**src/rtl/nr_divider_64bit.sv**
```systemverilog
// nr_divider_64bit
//
// Sequential non-restoring divider: one quotient bit per clock, truncation
// toward zero, remainder carrying the sign of the dividend.
//
// Optional feature macro: NR_DIV_SIGNED_EN
//   defined   -> operands/results are two's complement (magnitude divide
//                plus sign fix-up)
//   undefined -> operands/results are unsigned
//
// Ports
//   clk        rising-edge clock
//   rst_n      asynchronous active-low reset
//   start      request, accepted only while ready=1
//   dividend   numerator, sampled on the accepting edge
//   divisor    denominator, sampled on the accepting edge
//   ready      idle and able to accept start
//   valid      one-cycle pulse, results updated in that cycle
//   quotient   result quotient, held until the next valid
//   remainder  result remainder, held until the next valid
//   div_zero   divisor was zero, held with the result
//
// Latency from the accepting edge k: valid in the cycle after edge k+W+2
// (k+1 for a zero divisor).

module nr_divider_64bit #(
    parameter int W = 64
) (
    input  logic         clk,
    input  logic         rst_n,
    input  logic         start,
    input  logic [W-1:0] dividend,
    input  logic [W-1:0] divisor,
    output logic         ready,
    output logic         valid,
    output logic [W-1:0] quotient,
    output logic [W-1:0] remainder,
    output logic         div_zero
);

`ifdef NR_DIV_SIGNED_EN
    localparam bit SIGNED_EN = 1'b1;
`else
    localparam bit SIGNED_EN = 1'b0;
`endif

    localparam int            CW      = $clog2(W + 1);
    localparam logic [CW-1:0] STEPS   = CW'(W);
    localparam logic [CW-1:0] CNT_ONE = CW'(1);
    localparam logic [W-1:0]  ONE_W   = {{(W-1){1'b0}}, 1'b1};

    typedef enum logic [1:0] {
        IDLE = 2'd0,
        CALC = 2'd1,
        FIX  = 2'd2,
        DONE = 2'd3
    } state_t;

    function automatic logic [W-1:0] negate(input logic [W-1:0] x);
        return (~x) + ONE_W;
    endfunction

    // In unsigned builds the operand is already its own magnitude.
    function automatic logic [W-1:0] magnitude(input logic [W-1:0] x);
        if (SIGNED_EN && x[W-1]) begin
            return negate(x);
        end
        return x;
    endfunction

    state_t               state;
    state_t               state_next;
    logic [CW-1:0]        count;
    logic                 dz;

    logic signed [W:0]    p;
    logic [W-1:0]         q;
    logic [W-1:0]         d;
    logic                 q_neg;
    logic                 r_neg;

    logic                 accept;
    logic                 divisor_zero;
    logic signed [W:0]    p_shift;
    logic signed [W:0]    d_ext;
    logic signed [W:0]    p_step;
    logic [W-1:0]         q_step;
    logic [W-1:0]         rem_mag;
    logic [W-1:0]         q_res;
    logic [W-1:0]         r_res;

    always_comb begin
        ready        = (state == IDLE);
        accept       = ready && start;
        divisor_zero = (divisor == '0);
    end

    // One non-restoring step. The add/subtract decision uses the sign of P
    // before the shift: the shifted value may transiently exceed the W+1-bit
    // signed range, but the post-step P always fits, so the wrapped result
    // is exact.
    always_comb begin
        p_shift = {p[W-1:0], q[W-1]};
        d_ext   = {1'b0, d};
        if (p[W]) begin
            p_step = p_shift + d_ext;
        end else begin
            p_step = p_shift - d_ext;
        end
        q_step = {q[W-2:0], ~p_step[W]};
    end

    // Final restore of a negative partial remainder, then sign fix-up. The
    // restored remainder lies in [0, |divisor|), so W-bit arithmetic suffices.
    always_comb begin
        if (p[W]) begin
            rem_mag = p[W-1:0] + d;
        end else begin
            rem_mag = p[W-1:0];
        end
        q_res = q_neg ? negate(q) : q;
        r_res = r_neg ? negate(rem_mag) : rem_mag;
    end

    always_comb begin
        state_next = state;
        case (state)
            IDLE: begin
                if (accept) begin
                    state_next = divisor_zero ? DONE : CALC;
                end
            end
            CALC: begin
                if (count == CNT_ONE) begin
                    state_next = FIX;
                end
            end
            FIX:     state_next = DONE;
            DONE:    state_next = IDLE;
            default: state_next = IDLE;
        endcase
    end

    // Control and result registers: cleared by reset so an abort leaves the
    // outputs at their idle values.
    always_ff @(posedge clk or negedge rst_n) begin
        if (!rst_n) begin
            state     <= IDLE;
            count     <= '0;
            dz        <= 1'b0;
            valid     <= 1'b0;
            quotient  <= '0;
            remainder <= '0;
            div_zero  <= 1'b0;
        end else begin
            state <= state_next;
            valid <= (state == DONE);
            case (state)
                IDLE: begin
                    if (accept) begin
                        dz    <= divisor_zero;
                        count <= divisor_zero ? '0 : STEPS;
                    end
                end
                CALC: begin
                    count <= count - CNT_ONE;
                end
                DONE: begin
                    // On a zero divisor q still holds the raw dividend.
                    quotient  <= dz ? '1 : q;
                    remainder <= dz ? q : p[W-1:0];
                    div_zero  <= dz;
                end
                default: ;
            endcase
        end
    end

    // Datapath registers: always loaded before use, so no reset needed.
    always_ff @(posedge clk) begin
        case (state)
            IDLE: begin
                if (accept) begin
                    p     <= '0;
                    q     <= divisor_zero ? dividend : magnitude(dividend);
                    d     <= magnitude(divisor);
                    q_neg <= SIGNED_EN && (dividend[W-1] ^ divisor[W-1]);
                    r_neg <= SIGNED_EN && dividend[W-1];
                end
            end
            CALC: begin
                p <= p_step;
                q <= q_step;
            end
            FIX: begin
                p <= {1'b0, r_res};
                q <= q_res;
            end
            default: ;
        endcase
    end

endmodule

```
**config.mk**
```make
export PLATFORM = sky130hd
export DESIGN_NAME = nr_divider_64bit
export DESIGN_NICKNAME = d
export VERILOG_FILES = /design/src/rtl/nr_divider_64bit.sv
export SDC_FILE = /design/constraint.sdc
export NUM_CORES = 1
export LEC_CHECK = 0
export CORE_UTILIZATION = 25
export CTS_CLUSTER_SIZE = 14
export DETAILED_ROUTE_END_ITERATION = 6
export DONT_BUFFER_PORTS = 1
export PLACE_DENSITY_LB_ADDON = 0.05
export SLEW_MARGIN = 10
export SYNTH_ARGS = -nofsm -noshare
export SYNTH_HDL_FRONTEND = slang
export SYNTH_SLANG_ARGS = --single-unit
```
**constraint.sdc**
```tcl
create_clock -name clk -period 8.3 [get_ports clk]
set_clock_uncertainty 0.2 [all_clocks]
set_input_delay 0.83 -clock clk [delete_from_list [all_inputs] [get_ports clk]]
set_output_delay 0.83 -clock clk [all_outputs]
set_load 0.05 [all_outputs]
```
# Yosys cells after proc, flatten, opt, wreduce, memory -nomap -nowiden

Cells that the tools add are included.

Output and inout port bits: 131
Bits in writable memories: 0
Register bits: 333
Input bits: 131
Bits in latches: 0
Logic and storage cells: 50
Memories: 0
Bits in read-only memories: 0

Eq/ne operators: 7
Divide/modulo/power cells: 0
Muxes and demuxes: 15
Magnitude comparators: 0
Shifts and indexed selects: 0
$mul: 0
Reduce and logical (&&, ||, !) cells: 11
Bitwise operators: 2
Add/subtract/negate cells: 4

Operators with widths:

| operator                                                                 | number |
|---|---|
| 64-bit 2-to-1 mux                                                        | 4 |
| 65-bit case mux with 3 select lines                                      | 1 |
| 65-bit 2-to-1 mux                                                        | 2 |
| 64-bit case mux with 2 select lines                                      | 1 |
| 65-bit adder                                                             | 1 |
| 65-bit subtractor                                                        | 1 |
| 64-bit adder                                                             | 1 |
| 64-bit logical NOT                                                       | 1 |
| 7-bit 2-to-1 mux                                                         | 2 |
| 7-bit case mux with 2 select lines                                       | 1 |
| 2-bit case mux with 4 select lines                                       | 1 |
| 2-bit AND reduction                                                      | 4 |
| 7-bit by 1-bit equality test with 1-bit output (second input constant)   | 1 |
| 7-bit by 1-bit subtractor with 7-bit output (second input constant)      | 1 |
| 2-bit 2-to-1 mux                                                         | 3 |
| 3-bit AND reduction                                                      | 2 |
| 2-bit equality test (second input constant)                              | 2 |
| 2-bit inequality test (second input constant)                            | 2 |
| 3-bit nonzero test                                                       | 1 |
| 2-bit by 1-bit equality test with 1-bit output (second input constant)   | 1 |
| 2-bit logical NOT                                                        | 1 |
| 2-bit by 1-bit inequality test with 1-bit output (second input constant) | 1 |
| 1-bit inverter                                                           | 2 |
| 2-bit nonzero test                                                       | 1 |
| 1-bit logical AND                                                        | 1 |

# Longest topological paths before layout

Gate-level depths: netlist (run 1).

Word-level depth: 4
Gate-level depth with buffers: 22
Depth with buffers taken out: 21

# Worst setup path before layout (run 1)

OpenSTA, ideal clock, no wires.

Path type: register -> register
Start: register state[0]
End: register p[0], enable pin
Cell stages (with the launch flop): 6
Setup time: 582 ps
Buffers on the path: 0
Setup slack: 1691 ps
Arrival time: 5828 ps
Required time: 7518 ps
Path through: dfrtp_1 inv_1 ha_1 inv_1 nor2_1 a211oi_1

Word-level cells in the longest chain between the ends: 4

RTL lines:

| element                                                    | line | source |
|---|---|---|
| start: declaration                                         | 71   | `state_t state;` |
| start signal: assignment                                   | 156  | `state <= state_next;` |
| 2-bit logical NOT *                                        | 93   | `ready = (state == IDLE);` |
| net ready                                                  | 34   | `output logic ready,` |
| 1-bit logical AND                                          | 94   | `accept = ready && start;` |
| 2-bit by 1-bit inequality test with 1-bit output (no line) | --   |  |
| 3-bit AND reduction (no line) *                            | --   |  |
| end signal: assignment                                     | 192  | `p <= p_step;` |
| end signal: assignment                                     | 196  | `p <= {1'b0, r_res};` |
| end: declaration                                           | 76   | `logic signed [W:0] p;` |

Mark *: on every way through the listed nets, which the timed path passes. The rest lies on a longest branch.
A chain may end at the register's enable or synchronous reset.

# Worst setup path in the final report (run 1)

Start: register d[1]
End: register p[62] (data pin)

Word-level cells in the longest chain between the ends: 3

RTL lines:

| element                                                | line     | source |
|---|---|---|
| start: declaration                                     | 78       | `logic [W-1:0] d;` |
| start signal: assignment                               | 186      | `d <= magnitude(divisor);` |
| 65-bit subtractor (tied with other cells)              | 108      | `p_step = p_shift - d_ext;` |
| 65-bit 2-to-1 mux or 64-bit 2-to-1 mux (tied branches) | 105, 116 |  |
| 65-bit case mux with 3 select lines *                  | 181      | `case (state)` |

Mark *: on every way between the ends. The rest lies on a longest branch, timed or not. The select of a mux whose other input is x is not followed.

==> flow_summary.ini, run 1 <==
[final_layout]
regArea_sq_um = 9300
multi_input_area_sq_um = 12800
layout_commonest_cell = a21oi_1
drive_above_1_share = 0.0870
layout-area-overhead-vs-synth_pct = 12.2
final_cell_mix = 342 x a21oi_1, 310 x nor2_1, 193 x edfxtp_1, 146 x ha_1, 139 x dfrtp_1
num-fill-cells = 9592
num-nets-final = 2637

[synthesis]
ys.flop_type = edfxtp_1
syn-num-nets = 2689
ys_seq_elements = 333
synth_largest_area_cell = edfxtp_1
yosysSeqAreaShare = 0.409
yosysWarnings = 0
ys_types = 93
synthCells = 2406
synth_edf_count = 193
netlist_area_sq_um = 22700
avgSynthCellArea_sq_um = 9.44
async_flop_share = 0.420
synth_area_leaders = edfxtp_1 26%, dfrtp_1 15%, ha_1 8.3%
synthDominantCellAreaShare = 0.255

[flow_run]
cap_violations = 0

[timing]
final_hold_viol_count = 0
tightestPinTransition_ns = 1.06
tns_ns = 0
setup_viol = 0
max_clock_freq_mhz = 161
grt_setup_unrepaired = no
period_share = 0.748
period_needed_ns = 6.21
drv_slew = 0
slew-limit-headroom = 0.290

[grt]
grt_use_total = 0.185
grt_pass1_wl_microns = 126000
antenna_found_initial = 7
grt_pass1_vias = 18343
globalRouteOverflowTotal = 0
grt_start_max_net_pins = 141

[clock_tree]
cts_resized = 0
clockBufferDepth = 3
postCtsSetupRepairBufs = 0
root_buffer = clkbuf_16
cts.reportedPaths.clkPinSlew_ns = 0.06
clk_latency_ns = 0.66
numClockSinks = 333
cts_tree = built
htree_levels = 2
postCtsHoldBufs = 2
numCtsBuffers = 46

[critical_path]
cp-startpoint = d[1]
crit_fanout = 6
cp_cell_sequence = inv_1 > ha_1 > or3b_1 > nor4b_2 > nand4b_1 > or2_2 > nor2_1 > a21oi_1 > xor2_1 > ha_1 > a21o_1 > a311o_1 > a21oi_1 > o21ai_0 > a21oi_1 > a31oi_4 > a41oi_4 > o21ai_2 > xnor2_1 > o22ai_1
cpMostUsedCell = a21oi_1
arrival_ns = 6.32
start_kind = flop
critPathRequiredTime_ns = 8.41
r2r_slack_ns = 2.09
reg2reg_from = d[1]
critical_path.slowest_cell = a21oi_1
timing.rr.end = p[62]
reg2reg_depth = 20
path_class = flop to flop
worstSetupEndpoint = p[62]
max_stage_delay_ns = 0.54
end_kind = flop

[route]
avgViaCountPerCell = 5.09
first_pass_iters = 5
wl_microns = 86300
drt-initial-drc-count = 1231
drc = 0
num_vias = 18171
antenna_left = 0
post_drt_wl_per_cell_microns = 24.2

[floorplan]
coreArea_sq_um = 90000
die_h_microns = 303
io_pins = 262
die_w_microns = 303
start_util = 0.252
fp.dieArea_sq_um = 92100
fp-row-count = 110

[placement]
numPortBuffers = 0
dp_hpwl_microns = 66600
gp_congestion = 0.863

[run_status]
status = complete, no violations

[min_path]
holdCritPathClass = primary input to flop
==> cells in the mapped netlist (15+ instances only) <==
master and number:
mux2_2 65, a21oi_1 342, a21o_1 61, xor2_1 97
o21bai_1 31, nand3_1 43, nand2_1 132, edfxtp_1 193
dfrtp_1 140, nand4_1 36, nor3_1 34, a31oi_1 20
clkbuf_1 90, xnor2_1 87, and2_1 15, inv_1 58
nor4_1 28, a211oi_1 15, o21ai_0 80, nor2b_1 39
a22oi_1 28, nor2_1 310, o22ai_1 32, ha_1 150
mux2i_1 65
==> how the worst min path moves through the flow <==
stage | from | endpoint | slack, ns | cells past startpoint
finish | divisor[13] | d[13] | 0.06 | 0
global route | divisor[9] | d[9] | 0.02 | 0
CTS | divisor[3] | d[3] | 0.01 | 0
detailed placement | count[1] | count[1] | 0.31 | 2
global placement | count[1] | count[1] | 0.30 | 2
floorplan | count[1] | count[1] | 0.27 | 2
==> cells by family after synthesis <==
| group | count (synthesis) | share of synthesized area |
|---|---|---|
| compound gates | 725 | 0.198 |
| xor+xnor | 185 | 0.0717 |
| fa+ha+maj | 152 | 0.0844 |
| buf+inv | 175 | 0.0302 |
| flops | 333 | 0.409 |
| mux | 130 | 0.0609 |
| simple gates | 706 | 0.146 |
==> sequential cells by signal, summed over array words and instances (netlist names) <==
register and cells:
q 64, remainder 64, quotient 64, state 2
dz 1, valid 1, d 64, count 7
p 65, div_zero 1
==> area by class of cell <==
class,instances,area share
multi-input cells,1898,0.502
inverters,58,0.00854
clock buffers,65,0.0519
well taps,1176,0.0577
flip-flops and latches,333,0.365
clock inverters,21,0.00859
diodes,2,0.000196
repair buffers,17,0.00589
==> per-layer routing <==
layer / global-route usage / wire [microns] / vias up
met3: 0.0360 / 4820 / 103
met2: 0.293 / 38700 / 456
li1: - / - / 8775
met1: 0.255 / 40700 / 8829
met4: 0.0549 / 2070 / 8
met5: 0 / 55 / -
==> through the flow <==
stage / area (sq um) / utilization / hold WS [ns] / worst slack (ns) / cells
after floorplan: 22700 / - / 0.272 / 1.69 / 2406
after global routing: 25500 / 0.283 / 0.0238 / 1.62 / 3570
final: 25500 / 0.283 / 0.0621 / 2.09 / 3570
after CTS: 25500 / 0.283 / 0.00992 / 2.08 / 3568
after global placement: 23900 / 0.266 / 0.298 / 2.10 / 3480
after detailed placement: 23900 / 0.266 / 0.307 / 2.16 / 3480
==> worst max-delay path: cells and delay by family (launching register included) <==
family	cells	cell delay (ns)
flops	1	0.48
simple gates	5	1.95
compound gates	10	2.33
xor+xnor	2	0.40
fa+ha+maj	2	0.40
buf+inv	1	0.10
Power of run 1 is left out: the tool's default activity adds up to more than one toggle a clock period on the data nets, which glitch-free logic cannot reach.
==> run 2, diff against run 1 <==
==> constraint.sdc (replaced) <==
create_clock -name clk -period 6.3 [get_ports clk]
set_clock_uncertainty 0.2 [all_clocks]
set_input_delay 0.63 -clock clk [delete_from_list [all_inputs] [get_ports clk]]
set_output_delay 0.63 -clock clk [all_outputs]
set_load 0.05 [all_outputs]
==> run 2 against run 1 <==
Effect of this change: utilization increased by 1.0 points; worst hold slack got worse by 0.012 ns; first-iteration DRC count increased by 3.7%; critical path depth unchanged; critical path type unchanged; final area increased by 3.6%; register-to-register slack got worse by 1.7 ns.
==> flow_summary.ini, run 2 (synthesis gave the netlist of run 1 again) <==
[route]
drt-initial-drc-count = 1277
drc = 0
first_pass_iters = 5
antenna_left = 0
post_drt_wl_per_cell_microns = 24.0
num_vias = 18698
wl_microns = 88000
avgViaCountPerCell = 5.11

[final_layout]
drive_above_1_share = 0.0873
num-nets-final = 2732
antenna_cells = 0
final_cell_mix = 342 x a21oi_1, 309 x nor2_1, 193 x edfxtp_1, 146 x ha_1, 139 x dfrtp_1
layout-area-overhead-vs-synth_pct = 16.3
regMostFlops = p
layout_commonest_cell = a21oi_1
largest_register_ff_count = 65

[grt]
grt_start_max_net_pins = 141
grt_use_total = 0.188
grt_pass1_vias = 18615
antenna_found_initial = 2
globalRouteOverflowTotal = 0
grt_pass1_wl_microns = 127000

[floorplan]
fp.dieArea_sq_um = 92100
fp-row-count = 110
coreArea_sq_um = 90000
start_util = 0.252
io_pins = 262
die_w_microns = 303
die_h_microns = 303

[clock_tree]
numCtsBuffers = 45
htree_levels = 2
clockBufferDepth = 3
numClockSinks = 333
clk_latency_ns = 0.61
cts.reportedPaths.clkPinSlew_ns = 0.06
cts_tree = built
root_buffer = clkbuf_16

[timing]
final_hold_viol_count = 0
drv_slew = 0
period_needed_ns = 5.91
max_clock_freq_mhz = 169
tightestPinTransition_ns = 1.04
period_share = 0.938
tns_ns = 0
setup_viol = 0
slew-limit-headroom = 0.301
grt_setup_unrepaired = no

[critical_path]
arrival_ns = 6.01
start_kind = flop
cp_cell_sequence = inv_1 > ha_1 > or3b_1 > nor4b_4 > nand4b_1 > or2_2 > nor2_2 > a31oi_1 > xor2_1 > ha_1 > a21oi_1 > o21ai_0 > a31o_1 > or3_1 > o22ai_1 > o21ai_1 > a21o_1 > a31oi_1 > xor2_1 > o22ai_1
max_stage_delay_ns = 0.49
path_class = flop to flop
crit_fanout = 6
critPathRequiredTime_ns = 6.41
end_kind = flop
critical_path.slowest_cell = edfxtp_1

[min_path]
holdCritPathClass = primary input to flop

[flow_run]
cap_violations = 0

[placement]
numPortBuffers = 0
gp_congestion = 0.877
dp_hpwl_microns = 67500

[run_status]
status = complete, no violations
## run 2: per-stage QoR
step | hold slack [ns] | cells | util | setup WS, ns | area, sq um
floorplan | 0.134 | 2406 | - | 1.37 | 22700
global placement | 0.142 | 3496 | 0.267 | 0.268 | 24100
detailed placement | 0.141 | 3496 | 0.267 | 0.168 | 24100
CTS | 0.000673 | 3662 | 0.293 | 0.145 | 26400
global route | 0.0137 | 3662 | 0.293 | 0.0122 | 26400
finish | 0.0505 | 3662 | 0.293 | 0.393 | 26400
## run 2: worst max-delay path: cells and delay by family (launching register included)
kind            cells  cell delay (ns)
xor+xnor            2             0.36
fa+ha+maj           2             0.52
simple gates        6             2.15
flops               1             0.49
buf+inv             1             0.09
compound gates      9             1.78
## run 2: final timing paths
| check | depth (start not counted) | slack [ns] | startpoint | end |
|---|---|---|---|---|
| min | 1 | 0.05 | dividend[20] | q[20] |
| min in group asynchronous | 2 | 0.54 | rst_n | quotient[15] |
| max reg2reg | 20 | 0.39 | d[1] | p[63] |
| max | 20 | 0.39 | d[1] | p[63] |
| max in group asynchronous | 2 | 4.66 | rst_n | remainder[54] |
| min reg2reg | 2 | 0.31 | count[1] | count[1] |
## run 2: layout make-up
type	instances	area, sq um
Fill cell	9573	63600
Multi-Input combinational cell	1898	12800
Sequential cell	333	9300
Tap cell	1176	1470
Clock buffer	58	1180
Timing Repair Buffer	113	1100
Clock inverter	26	315
Inverter	58	218
## run 2: what timing repair did
| action | in CTS | in global routing |
|---|---|---|
| setup buffers | 0 | 0 |
| hold buffers | 82 | 0 |
| hold endpoints to repair | 220 | 0 |
| endpoints found under the setup margin | 0 | 10 |
| resized for setup | 0 | 3 |
## run 2: routing by layer
layer  vias to the layer above  wire length [microns]  share of wire  global-route usage
met5                         -                      0              0                   0
met4                         0                   1640          0.019              0.0423
met3                        97                   4610          0.052              0.0324
met2                       498                  40700           0.46               0.307
met1                      9145                  41000           0.47               0.258
li1                       8958                      -              -                   -
Power of run 2 is left out for the same reason.
